$ cat src/rtl/bc_pkg.sv
// Shared definitions for the basic-computer control sequencer: states, bus
// source codes, ALU op codes, opcodes and register/IO instruction bit positions.
package bc_pkg;

  typedef enum logic [3:0] {
    S_IDLE, S_FETCH0, S_FETCH1, S_DECODE, S_IND,
    S_E0, S_E1, S_E2, S_EXEC_R, S_EXEC_IO,
    S_INT0, S_INT1, S_INT2
  } state_t;

  localparam logic [2:0] BUS_NONE = 3'd0, BUS_AR = 3'd1, BUS_PC = 3'd2, BUS_DR = 3'd3,
                         BUS_AC   = 3'd4, BUS_IR = 3'd5, BUS_TR = 3'd6, BUS_MEM = 3'd7;

  localparam logic [3:0] ALU_AND = 4'b0000, ALU_ADD = 4'b0001, ALU_LDA = 4'b0010,
                         ALU_CMA = 4'b0011, ALU_CIR = 4'b0100, ALU_CIL = 4'b0101,
                         ALU_CLA = 4'b0110, ALU_INC = 4'b0111, ALU_CLE = 4'b1000,
                         ALU_CME = 4'b1001, ALU_NOP = 4'b1111;

  localparam int OP_AND = 0, OP_ADD = 1, OP_LDA = 2, OP_STA = 3,
                 OP_BUN = 4, OP_BSA = 5, OP_ISZ = 6, OP_REG = 7;

  // Register-reference bit positions
  localparam int B_CLA = 11, B_CLE = 10, B_CMA = 9, B_CME = 8, B_CIR = 7, B_CIL = 6,
                 B_INC = 5, B_SPA = 4, B_SNA = 3, B_SZA = 2, B_SZE = 1, B_HLT = 0;
  // I/O bit positions
  localparam int B_INP = 11, B_OUT = 10, B_SKI = 9, B_SKO = 8, B_ION = 7, B_IOF = 6;

  // One-hot of the single bit that acts: order 11,9,7,6,5,10,8,4,3,2,1,0.
  function automatic logic [11:0] prio_pick(input logic [11:0] bits);
    logic [11:0] pick;
    pick = '0;
    if      (bits[11]) pick[11] = 1'b1;
    else if (bits[9])  pick[9]  = 1'b1;
    else if (bits[7])  pick[7]  = 1'b1;
    else if (bits[6])  pick[6]  = 1'b1;
    else if (bits[5])  pick[5]  = 1'b1;
    else if (bits[10]) pick[10] = 1'b1;
    else if (bits[8])  pick[8]  = 1'b1;
    else if (bits[4])  pick[4]  = 1'b1;
    else if (bits[3])  pick[3]  = 1'b1;
    else if (bits[2])  pick[2]  = 1'b1;
    else if (bits[1])  pick[1]  = 1'b1;
    else if (bits[0])  pick[0]  = 1'b1;
    return pick;
  endfunction

endpackage

$ cat src/rtl/bc_ir_decode.sv
// Combinational IR decode: indirect bit, one-hot opcode and the single
// register/IO bit that wins the priority order.
module bc_ir_decode #(
  parameter int DW = 16
) (
  input  logic [DW-1:0] ir,
  output logic          ind,
  output logic [7:0]    op_hot,
  output logic [11:0]   bit_sel
);
  import bc_pkg::*;

  logic [2:0] op;

  assign ind     = ir[DW-1];
  assign op      = ir[DW-2:DW-4];
  assign op_hot  = 8'(1) << op;
  assign bit_sel = prio_pick(ir[11:0]);

endmodule

$ cat src/rtl/bc_ctrl_seq.sv
// Basic-computer control sequencer: state register, interrupt enable and T-step
// counter, with all strobes decoded combinationally from the current state and IR.
module bc_ctrl_seq #(
  parameter int DW = 16,
  parameter int AW = 12
) (
  input  logic          clk,
  input  logic          rst_n,
  input  logic          run,
  input  logic [DW-1:0] ir,
  input  logic          ac_zero,
  input  logic          ac_msb,
  input  logic          e_flag,
  input  logic          dr_zero,
  input  logic          fgi,
  input  logic          fgo,
  output logic [2:0]    bus_sel,
  output logic          ar_ld,
  output logic          ar_inc,
  output logic          ar_clr,
  output logic          pc_ld,
  output logic          pc_inc,
  output logic          pc_clr,
  output logic          dr_ld,
  output logic          dr_inc,
  output logic          ac_ld,
  output logic          ir_ld,
  output logic          tr_ld,
  output logic          mem_re,
  output logic          mem_we,
  output logic [3:0]    alu_op,
  output logic          inp_ld,
  output logic          out_ld,
  output logic          ien,
  output logic          busy,
  output logic [3:0]    sc
);
  import bc_pkg::*;

  if (DW < 16 || AW > DW - 4) begin : g_bad_params
    $error("bc_ctrl_seq: DW must be >= 16 and AW <= DW-4");
  end

  state_t      state, state_next, end_state;
  logic        ien_next;
  logic        ind;
  logic [7:0]  op_hot;
  logic [11:0] bit_sel;

  bc_ir_decode #(.DW(DW)) u_decode (
    .ir      (ir),
    .ind     (ind),
    .op_hot  (op_hot),
    .bit_sel (bit_sel)
  );

  // The interrupt check reads the registered ien, so an ION in this cycle only
  // takes effect at the next instruction boundary.
  assign end_state = (ien && (fgi || fgo)) ? S_INT0 : S_FETCH0;
  assign busy      = (state != S_IDLE);

  always_comb begin
    state_next = state;
    case (state)
      S_IDLE:    if (run) state_next = S_FETCH0;
      S_FETCH0:  state_next = S_FETCH1;
      S_FETCH1:  state_next = S_DECODE;
      S_DECODE:  if (op_hot[OP_REG]) state_next = ind ? S_EXEC_IO : S_EXEC_R;
                 else                state_next = ind ? S_IND : S_E0;
      S_IND:     state_next = S_E0;
      S_E0:      state_next = (op_hot[OP_STA] || op_hot[OP_BUN]) ? end_state : S_E1;
      S_E1:      state_next = op_hot[OP_ISZ] ? S_E2 : end_state;
      S_E2:      state_next = end_state;
      S_EXEC_R:  state_next = bit_sel[B_HLT] ? S_IDLE : end_state;
      S_EXEC_IO: state_next = end_state;
      S_INT0:    state_next = S_INT1;
      S_INT1:    state_next = S_INT2;
      S_INT2:    state_next = S_FETCH0;
      default:   state_next = S_IDLE;
    endcase
  end

  always_comb begin
    ien_next = ien;
    if (state == S_EXEC_IO && bit_sel[B_ION]) ien_next = 1'b1;
    if (state == S_EXEC_IO && bit_sel[B_IOF]) ien_next = 1'b0;
    if (state == S_INT2)                      ien_next = 1'b0;
  end

  // NOTE: sequential state uses non-blocking assignments so every register
  // samples the pre-edge values regardless of statement order.
  always_ff @(posedge clk) begin
    if (!rst_n) begin
      state <= S_IDLE;
      ien   <= 1'b0;
      sc    <= '0;
    end else begin
      state <= state_next;
      ien   <= ien_next;
      if (state_next == S_FETCH0)          sc <= '0;
      else if (state != S_IDLE && sc != 4'hF) sc <= sc + 4'd1;
    end
  end

  // NOTE: every output gets a default before the case so no path leaves one
  // unassigned, which would otherwise infer a latch.
  always_comb begin
    bus_sel = BUS_NONE;
    alu_op  = ALU_NOP;
    {ar_ld, ar_inc, ar_clr, pc_ld, pc_inc, pc_clr, dr_ld, dr_inc} = '0;
    {ac_ld, ir_ld, tr_ld, mem_re, mem_we, inp_ld, out_ld}         = '0;
    case (state)
      S_FETCH0: begin bus_sel = BUS_PC;  ar_ld = 1'b1; end
      S_FETCH1: begin bus_sel = BUS_MEM; mem_re = 1'b1; ir_ld = 1'b1; pc_inc = 1'b1; end
      S_DECODE: begin bus_sel = BUS_IR;  ar_ld = 1'b1; end
      S_IND:    begin bus_sel = BUS_MEM; mem_re = 1'b1; ar_ld = 1'b1; end
      S_E0: begin
        if (op_hot[OP_STA])      begin bus_sel = BUS_AC; mem_we = 1'b1; end
        else if (op_hot[OP_BUN]) begin bus_sel = BUS_AR; pc_ld = 1'b1; end
        else if (op_hot[OP_BSA]) begin bus_sel = BUS_PC; mem_we = 1'b1; ar_inc = 1'b1; end
        else                     begin bus_sel = BUS_MEM; mem_re = 1'b1; dr_ld = 1'b1; end
      end
      S_E1: begin
        if (op_hot[OP_BSA])      begin bus_sel = BUS_AR; pc_ld = 1'b1; end
        else if (op_hot[OP_ISZ]) dr_inc = 1'b1;
        else begin
          ac_ld = 1'b1;
          if (op_hot[OP_AND])      alu_op = ALU_AND;
          else if (op_hot[OP_ADD]) alu_op = ALU_ADD;
          else if (op_hot[OP_LDA]) alu_op = ALU_LDA;
        end
      end
      S_E2: begin bus_sel = BUS_DR; mem_we = 1'b1; pc_inc = dr_zero; end
      S_EXEC_R: begin
        case (1'b1)
          bit_sel[B_CLA]: begin ac_ld = 1'b1; alu_op = ALU_CLA; end
          bit_sel[B_CMA]: begin ac_ld = 1'b1; alu_op = ALU_CMA; end
          bit_sel[B_CIR]: begin ac_ld = 1'b1; alu_op = ALU_CIR; end
          bit_sel[B_CIL]: begin ac_ld = 1'b1; alu_op = ALU_CIL; end
          bit_sel[B_INC]: begin ac_ld = 1'b1; alu_op = ALU_INC; end
          bit_sel[B_CLE]: begin ac_ld = 1'b1; alu_op = ALU_CLE; end
          bit_sel[B_CME]: begin ac_ld = 1'b1; alu_op = ALU_CME; end
          bit_sel[B_SPA]: pc_inc = !ac_msb;
          bit_sel[B_SNA]: pc_inc = ac_msb;
          bit_sel[B_SZA]: pc_inc = ac_zero;
          bit_sel[B_SZE]: pc_inc = !e_flag;
          default: ;
        endcase
      end
      S_EXEC_IO: begin
        case (1'b1)
          bit_sel[B_INP]: inp_ld = 1'b1;
          bit_sel[B_OUT]: out_ld = 1'b1;
          bit_sel[B_SKI]: pc_inc = fgi;
          bit_sel[B_SKO]: pc_inc = fgo;
          default: ;
        endcase
      end
      S_INT0: begin ar_clr = 1'b1; bus_sel = BUS_PC; tr_ld = 1'b1; end
      S_INT1: begin bus_sel = BUS_TR; mem_we = 1'b1; pc_clr = 1'b1; end
      S_INT2: pc_inc = 1'b1;
      default: ;
    endcase
  end

endmodule

$ cat config.mk
export PLATFORM = sky130hd
export DESIGN_NAME = bc_ctrl_seq
export DESIGN_NICKNAME = d
export VERILOG_FILES = /design/src/rtl/bc_pkg.sv /design/src/rtl/bc_ir_decode.sv /design/src/rtl/bc_ctrl_seq.sv
export SDC_FILE = /design/constraint.sdc
export NUM_CORES = 1
export LEC_CHECK = 0
export BUFFER_PORTS_ARGS = -buffer_cell sky130_fd_sc_hd__buf_4
export CORE_MARGIN = 4
export CORE_UTILIZATION = 45
export DETAILED_ROUTE_END_ITERATION = 10
export PLACE_DENSITY = 0.77
export SYNTH_ARGS = -nofsm -noshare
export SYNTH_HDL_FRONTEND = slang
export SYNTH_SLANG_ARGS = --single-unit
$ cat constraint.sdc
create_clock -name clk -period 2.6 [get_ports clk]
set_clock_uncertainty 0.05 [all_clocks]
set_input_delay 0 -clock clk [delete_from_list [all_inputs] [get_ports clk]]
set_output_delay 0 -clock clk [all_outputs]
set_load 0.05 [all_outputs]
== Word-level counts from Yosys, hierarchy flattened ==
Cells that the tools add are included.
Word-level totals
  word-level logic and storage cells: 148
  bits in registers: 9
  output and inout bits: 28
Cells by class
  bitwise logic cells: 1
  reduce and logical (&&, ||, !) cells: 18
  add/subtract/negate cells: 1
  multiplexer cells: 110
  shifts and indexed selects: 1
  eq/ne operators: 14
Operators with widths (number)
  1-bit 2-to-1 mux: 71
  4-bit 2-to-1 mux: 17
  4-bit case mux with 12 select lines: 1
  3-bit case mux with 7 select lines: 1
  4-bit equality test, second input constant: 5
  3-bit 2-to-1 mux: 6
  4-bit by 3-bit equality test with 1-bit output, second input constant: 4
  5-bit 2-to-1 mux: 3
  2-bit OR reduction: 6
  11-bit 2-to-1 mux: 1
  9-bit 2-to-1 mux: 1
  4-bit by 1-bit equality test with 1-bit output, second input constant: 2
  4-bit by 2-bit equality test with 1-bit output, second input constant: 2
  1-bit case mux with 2 select lines: 4
  4-bit case mux with 2 select lines: 1
  1-bit by 3-bit left shift with 8-bit output, first input constant: 1
  7-bit 2-to-1 mux: 1
  6-bit 2-to-1 mux: 1
  3-bit OR reduction: 2
  4-bit by 1-bit adder with 4-bit output, second input constant: 1
  1-bit logical AND: 4
  4-bit zero test: 1
  4-bit inequality test, second input constant: 1
  1-bit case mux with 4 select lines: 1
  5 further kinds: 7

== Longest topological paths before layout ==
Gate-level depths: netlist (run 1).
  depth after elaboration: 24
  gate-level depth with buffers: 8
  depth with buffers taken out: 6

== Cells and area by module ==
A second synthesis (run 1) with hierarchy kept.
Second synthesis, totals
  cell total of the unflattened synthesis: 207
  area total of the unflattened synthesis: 1376.3 um2
By module, submodules not included
  bc_ctrl_seq: area an instance 1164.9 um2, sequential area each 180.2 um2, cells an instance 176, instances 1
  bc_ir_decode: area an instance 211.5 um2, sequential area each 0.0 um2, cells an instance 31, instances 1

== Worst setup path before layout (run 1) ==
No wires, ideal clock.
  path kind: reg2out
  start: reg state[2]
  end: out alu_op[2]
  stages on the path, launching flop included: 6
  slack: 0.194 ns
  arrival time: 2.356 ns
  data required time: 2.550 ns
  path buffers: 2
  cell sequence: dfxtp_1 -> clkbuf_1 -> nand2b_1 -> clkbuf_8 -> or3_1 -> o31ai_1
Between the ends
  longest elaborated chain between the ends: 2
  elaborated cells on any way between the ends: 3
Ends and longest elaborated chain
  start, declared: line bc_ctrl_seq.sv:44  | state_t state, state_next, end_state;
  start signal, assigned: line bc_ctrl_seq.sv:98  | state <= state_next;
  4-bit equality test or 4-bit by 3-bit equality test with 1-bit output (tied branches): line bc_ctrl_seq.sv:112  | case (state)
  4-bit case mux with 2 select lines *: line bc_ctrl_seq.sv:112
  end, declared: line bc_ctrl_seq.sv:31  | output logic [3:0] alu_op,
Mark *: on every way between the ends. The rest lies on a longest branch, timed or not.

== Worst setup path after layout (run 1) ==
  start: in ir[7]
  end: reg sc[1]
Between the ends
  longest elaborated chain between the ends: 7
Ends and longest elaborated chain
  start, declared: line bc_ctrl_seq.sv:10  | input logic [DW-1:0] ir,
  7-bit 2-to-1 mux: line bc_pkg.sv:34  | else if (bits[7]) pick[7] = 1'b1;
  9-bit 2-to-1 mux: line bc_pkg.sv:33  | else if (bits[9]) pick[9] = 1'b1;
  11-bit 2-to-1 mux: line bc_pkg.sv:32  | if (bits[11]) pick[11] = 1'b1;
  4-bit 2-to-1 mux: line bc_ctrl_seq.sv:74  | S_EXEC_R: state_next = bit_sel[B_HLT] ? S_IDLE : end_state;
  4-bit case mux with 12 select lines: line bc_ctrl_seq.sv:64  | case (state)
  4-bit by 1-bit equality test with 1-bit output: line bc_ctrl_seq.sv:100  | if (state_next == S_FETCH0) sc <= '0;
  2-bit OR reduction (no source line)
  end signal, assigned: line bc_ctrl_seq.sv:101  | else if (state != S_IDLE && sc != 4'hF) sc <= sc + 4'd1;
  end, declared: line bc_ctrl_seq.sv:36  | output logic [3:0] sc
Every way passes these cells.
A chain may end at the register's enable or synchronous reset.

==> impl_metrics.csv, run 1 <==
group,metric,value,unit
routing,wire_per_inst,14.55,µm
power,irDropWorstVdd,0.0002767,V
floorplanning,core-area,0.002522,mm²
clock_network,clkSinkCount,9,
place,hpwl,2922,µm
floorplanning,rows,18,
logic_synthesis,ys_seq_area_share,14.97,%
setup_path,critical_path_depth,8,
global_route,grt_overflow,0,
clock_network,post_cts_resized,0,
cells_and_area,syn2layout_area_growth,36.17,%
setup_path,cpLargestDelayFamily,"simple AND/OR/NAND/NOR gates",
power,seqPwrFrac,28.8,%
power,p_int,318.6,µW
global_route,grt_max_degree,17,
clock_network,cts_buffer_depth,2,
power,p_leak,0.6725,nW
clock_network,cts_tree,"yes",
logic_synthesis,synth-seq-cells,9,
setup_path,cp_num_buf_inv,2,
setup_path,criticalPathCategory,"in2reg",
sta,max-slew-margin-rel,57.46,%
routing,route.detailed.drc,0,
setup_path,path_common_cell,"or4_4",
min_path,min_path_type,"in2reg",
logic_synthesis,syn_nets,204,
sta,rsz0062_at_grt,"no",
setup_path,r2r_setup_slack,340,ps
clock_network,root_buffer,"clkbuf_4",
logic_synthesis,netlist_area,0.001204,mm²
floorplanning,die_h,59.72,µm
power,combPwrFrac,51.8,%
logic_synthesis,synth_flop_cell,"dfxtp_1",
setup_path,crit_fanout,4,
clock_network,h-tree-depth,1,
setup_path,path_cells,"dlygate4sd3_1, buf_4, or4_4, or4_4, o31ai_4, a21oi_2, a2111oi_4, nor3b_1",
setup_path,max_stage_delay,540,ps
sta,fin_crit_sh,92.46,%
sta,final-setup-viol-count,0,
routing,vias,1511,
clock_network,clkSlewWorstSetupHoldPaths,70,ps
sta,drv_slew,0,
setup_path,slowest_stage,"dlygate4sd3_1",
logic_synthesis,synth-edff-count,0,
power,p_clk_share,19.4,%
logic_synthesis,yosysUniqueCellTypes,51,
setup_path,start_kind,"primary input",
routing,firstDrtPassIters,4,
sta,fin_ws,196.0,ps
place,dp_slack,372.9,ps
sta,worstMarginPinSlew,631.5,ps
cells_and_area,diodes,0,
global_route,antenna_found_initial,0,
sta,fmax,416.0,MHz
sta,min_period,2404,ps
place,port_buffers,52,
floorplanning,ios,53,
power,p_per_area,350.1,mW/mm²
logic_synthesis,postSynthCellCount,178,
power,p_switching,255.2,µW
cells_and_area,post-route-util,64.98,%
global_route,grt_pass1_wl,5982,µm
sta,hold_viol,0,
routing,routed_wl,3754,µm
run_status,outcome,"finished, final reports clean",
job,maxCapViolCount,0,
setup_path,cp_data_arrival_time,2490,ps
power,switching_share,44.48,%
routing,vias_per_cell,5.857,
sta,tns,0,ps
global_route,grt_pass1_vias,1367,
power,power,573.8,µW
floorplanning,die_area,0.003566,mm²
floorplanning,dieWidth,59.72,µm
routing,ant_nets,0,
logic_synthesis,async_reset_ff_share,0,%
logic_synthesis,yosys_warnings,0,
global_route,grt_usage,21.53,%
logic_synthesis,avgSynthCellArea,6.762,µm²
routing,drt-initial-drc-count,91,
setup_path,end_kind,"register",
clock_network,clk_latency,270,ps
floorplanning,start_util,47.72,%
setup_path,critPathRequiredTime,2690,ps
clock_network,cts_made_buffers,3,
setup_path,rr_worst_depth,6,
cells_and_area,drive_above_1_share,32.46,%
min_path,hold_depth,4,
cells_and_area,nets,255,
place,place_congestion,0.9683,
synthesized netlist by cell type, types with 3 or more instances:
cell       n  area (µm²)
nand2_1   22       82.58
nor2_1    27       101.4
nor3_1     9       45.04
a311oi_1   3       26.28
clkbuf_1   8       30.03
dfxtp_1    9       180.2
inv_1      3       11.26
a21oi_1   12       60.06
o21ai_0   10       50.05
o31ai_1    5       37.54
nor2b_1    5       31.28
nand3_1    4       20.02
nand2b_1   7       43.79
o21a_1     3       22.52
xnor2_1    3       26.28
path summary, 6_finish.rpt:
path | from | to
min reg2reg | ien$_SDFFE_PP0P_ | ien$_SDFFE_PP0P_
min | ir[6] | ien$_SDFFE_PP0P_
max reg2reg | state[3]$_SDFF_PN0_ | sc[1]$_SDFFE_PP0P_
max | ir[7] | sc[1]$_SDFFE_PP0P_
kinds of logic (layout without fill, tap and decap cells):
logic type	after synthesis	count (layout)	share of synthesized area [%]
compound gates	52	52	32.12
flops	9	9	14.97
simple gates	91	91	37.94
xor+xnor	5	5	3.639
buf+inv	17	67	7.588
fa+ha+maj	1	1	1.039
mux	3	3	2.703
cell usage in the layout (no fill, tap or decap), drive strengths merged, types with 3 or more instances in the layout:
master / n
nor2: 27
o21ai: 10
nand2: 22
nand3: 4
a21oi: 13
nor2b: 5
a311oi: 3
clkbuf: 4
dfxtp: 9
buf: 57
nand2b: 7
inv: 3
o21a: 3
o31ai: 6
nor3: 10
xnor2: 3
routing by layer:
| layer | part of all wire, % | GRT usage (%) | vias to the layer above |
|---|---|---|---|
| met5 | 0 | 0 | - |
| met4 | 2.0 | 9.494 | 0 |
| met3 | 11 | 4.968 | 12 |
| met2 | 45 | 33.33 | 93 |
| met1 | 42 | 28.29 | 662 |
| li1 | - | - | 744 |
per-stage QoR:
stage | hold WS (ps) | instance area [µm²] | instances
2_1_floorplan | 63.79 | 1204 | 178
3_3_place_gp | 216.7 | 1593 | 252
3_5_place_dp | 223.0 | 1593 | 252
4_1_cts | 28.31 | 1639 | 258
5_1_grt | 38.96 | 1639 | 258
6_report | 30.52 | 1639 | 258
timing repair:
item                      CTS  global route
hold endpoints to repair    6             0
buffers inserted            0             0
hold buffers                2             0
worst min-delay path: stages:
cell     delay [ps]
buf_4           120
nand2_1          50
a22oi_1          60
nor2_1           90
power groups by stage:
| stage | Sequential [mW] | Clock, mW | Combinational [mW] |
|---|---|---|---|
| 3_5_place_dp | 0.168 | 0 | 0.294 |
| 3_3_place_gp | 0.168 | 0 | 0.289 |
| 5_1_grt | 0.167 | 0.127 | 0.321 |
| 2_1_floorplan | 0.172 | 0 | 0.194 |
| 4_1_cts | 0.165 | 0.116 | 0.297 |
| 6_report | 0.165 | 0.111 | 0.297 |
cell type report:
class	count	area [µm²]
fill	235	883.3
timing repair buffer	59	447.9
sequential	9	180.2
clock buffer	4	26.28
tap	30	37.54
multi-input combinational	152	932.1
inverter	4	15.01
sequential cells by signal (all words and copies together), names as in the netlist:
| name | flops |
|---|---|
| state | 4 |
| ien | 1 |
| sc | 4 |
Power figures use the tool's default switching activity.
==> run 2: changes to the inputs <==
REMOVE_ABC_BUFFERS = 1   (was unset)
TNS_END_PERCENT = 30   (was unset)
clock period = 2.9 ns   (was 2.6 ns; I/O delays follow)
==> run 2 against run 1 <==
Non-clock buffer count shrank 2. Critical path depth is the same. Flip-flop and latch count is the same. Largest cell class unchanged. Largest power group unchanged. Highest routed layer unchanged.
==> impl_metrics.csv, run 2 (synthesis results as in run 1) <==
group,metric,value,unit
sta,max-slew-margin-rel,57.62,%
setup_path,rr_endpoint,"sc[1]$_SDFFE_PP0P_",
clock_network,cts_tree,"yes",
power,p_leak,0.6666,nW
global_route,grt_overflow,0,
min_path,hold_depth,4,
min_path,hold_start,"ir[6]",
place,hpwl,2976,µm
clock_network,cts_buffer_depth,2,
routing,route.detailed.drc,0,
setup_path,critPathRequiredTime,2990,ps
global_route,busiest_layer,"met2",
place,dp_slack,576.3,ps
sta,rsz0062_at_grt,"no",
job,maxCapViolCount,0,
cells_and_area,mostFrequentLayoutCell,"buf_4",
cells_and_area,drive_above_1_share,32.30,%
setup_path,slowest_stage,"dlygate4sd3_1",
clock_network,post_cts_buffers,0,
sta,final-setup-viol-count,0,
power,p_per_area,312.9,mW/mm²
clock_network,root_buffer,"clkbuf_4",
clock_network,cts_made_buffers,3,
cells_and_area,reg_top3,"sc: 4 flops, state: 4 flops, ien: 1 flops",
setup_path,start_kind,"primary input",
sta,min_period,2406,ps
power,irDropWorstVdd,0.0003363,V
routing,vias,1509,
routing,routed_wl,3719,µm
clock_network,post_cts_resized,0,
routing,vias_per_cell,5.895,
clock_network,clkSlewWorstSetupHoldPaths,60,ps
setup_path,crit_fanout,4,
floorplanning,die_h,59.72,µm
cells_and_area,diodes,0,
min_path,hold_end,"ien$_SDFFE_PP0P_",
min_path,min_path_type,"in2reg",
sta,fmax,415.7,MHz
setup_path,max_stage_delay,540,ps
setup_path,rr_worst_depth,6,
setup_path,criticalPathCategory,"in2reg",
setup_path,r2r_setup_slack,580,ps
sta,fin_ws,494.4,ps
global_route,met2_usage,36.11,%
setup_path,path_common_cell,"or4_4",
floorplanning,die_area,0.003566,mm²
cells_and_area,mostFrequentLayoutCells,"buf_4 (55), nor2_1 (27), nand2_1 (22), a21oi_1 (12), o21ai_0 (10)",
setup_path,crit-reg2reg-launch,"state[3]$_SDFF_PN0_",
cells_and_area,nets,253,
sta,drv_slew,0,
setup_path,cp_data_arrival_time,2500,ps
floorplanning,ios,53,
sta,tns,0,ps
place,port_buffers,52,
global_route,grt_pass1_wl,6009,µm
global_route,grt_usage,20.88,%
routing,firstDrtPassIters,4,
floorplanning,rows,18,
place,place_congestion,0.9720,
sta,fin_crit_sh,82.95,%
setup_path,path_cells,"dlygate4sd3_1, buf_4, or4_4, or4_4, o31ai_4, a21oi_2, a2111oi_4, nor3b_1",
clock_network,clk_latency,260,ps
clock_network,h-tree-depth,1,
global_route,met1_usage,27.66,%
global_route,use_met3,2.376,%
floorplanning,dieWidth,59.72,µm
setup_path,end_kind,"register",
routing,drt-initial-drc-count,122,
global_route,antenna_found_initial,0,
sta,hold_viol,0,
sta,worstMarginPinSlew,629.1,ps
floorplanning,core-area,0.002522,mm²
global_route,grt_max_degree,17,
global_route,grt_pass1_vias,1380,
routing,ant_nets,0,
cells_and_area,syn2layout_area_growth,35.03,%
floorplanning,start_util,47.72,%
clock_network,clkSinkCount,9,
routing,wire_per_inst,14.53,µm
run_status,outcome,"finished, final reports clean",
-- run 2: repair_timing --
item	CTS	global route
hold buffers	2	0
setup endpoints to repair	0	0
hold endpoints to repair	6	0
-- run 2: per-layer routing --
layer | part of all wire [%] | routed length (µm) | vias to the layer above
li1 | - | - | 738
met1 | 42 | 1562 | 692
met2 | 48 | 1775 | 75
met3 | 9.5 | 352 | 4
met4 | 0.75 | 28 | 0
met5 | 0 | 0 | -
-- run 2: area by class of cell --
cell class,count,area [µm²]
Clock buffer,3,22.52
Multi-Input combinational cell,152,932.1
Inverter,4,15.01
Timing Repair Buffer,57,432.9
Fill cell,243,897.1
Clock inverter,1,5.005
Tap cell,30,37.54
Sequential cell,9,180.2
-- run 2: worst max path at each step --
stage	from	to	slack, ps	cells after the start
2_1_floorplan	state[3]$_SDFF_PN0_	alu_op[2]	410	3
3_3_place_gp	state[3]$_SDFF_PN0_	sc[1]$_SDFFE_PP0P_	630	6
3_5_place_dp	state[3]$_SDFF_PN0_	sc[1]$_SDFFE_PP0P_	580	6
4_1_cts	ir[7]	sc[1]$_SDFFE_PP0P_	500	8
5_1_grt	state[3]$_SDFF_PN0_	sc[1]$_SDFFE_PP0P_	410	6
6_report	ir[7]	sc[1]$_SDFFE_PP0P_	490	8
-- run 2: report_power, final --
group / internal [mW] / switching [mW]
registers: 0.131 / 0.0168
logic: 0.0993 / 0.165
clock network: 0.0509 / 0.0451
total: 0.281 / 0.227
-- run 2: worst max-delay path: cells and delay by family --
family / cells / cell delay (ps)
buf+inv: 2 / 690
compound gates: 3 / 830
simple gates: 3 / 980
-- run 2: metrics by stage --
stage / hold WS (ps) / power [mW] / cells / cell area (µm²) / utilization (%)
final: 52.32 / 0.5085 / 256 / 1625 / 64.43
after global routing: 62.22 / 0.5390 / 256 / 1625 / 64.43
after CTS: 46.09 / 0.5098 / 256 / 1625 / 64.43
after detailed placement: 227.0 / 0.4115 / 250 / 1578 / 62.55
after global placement: 222.3 / 0.4077 / 250 / 1578 / 62.55
after floorplan: 63.79 / 0.3157 / 165 / 1127 / -
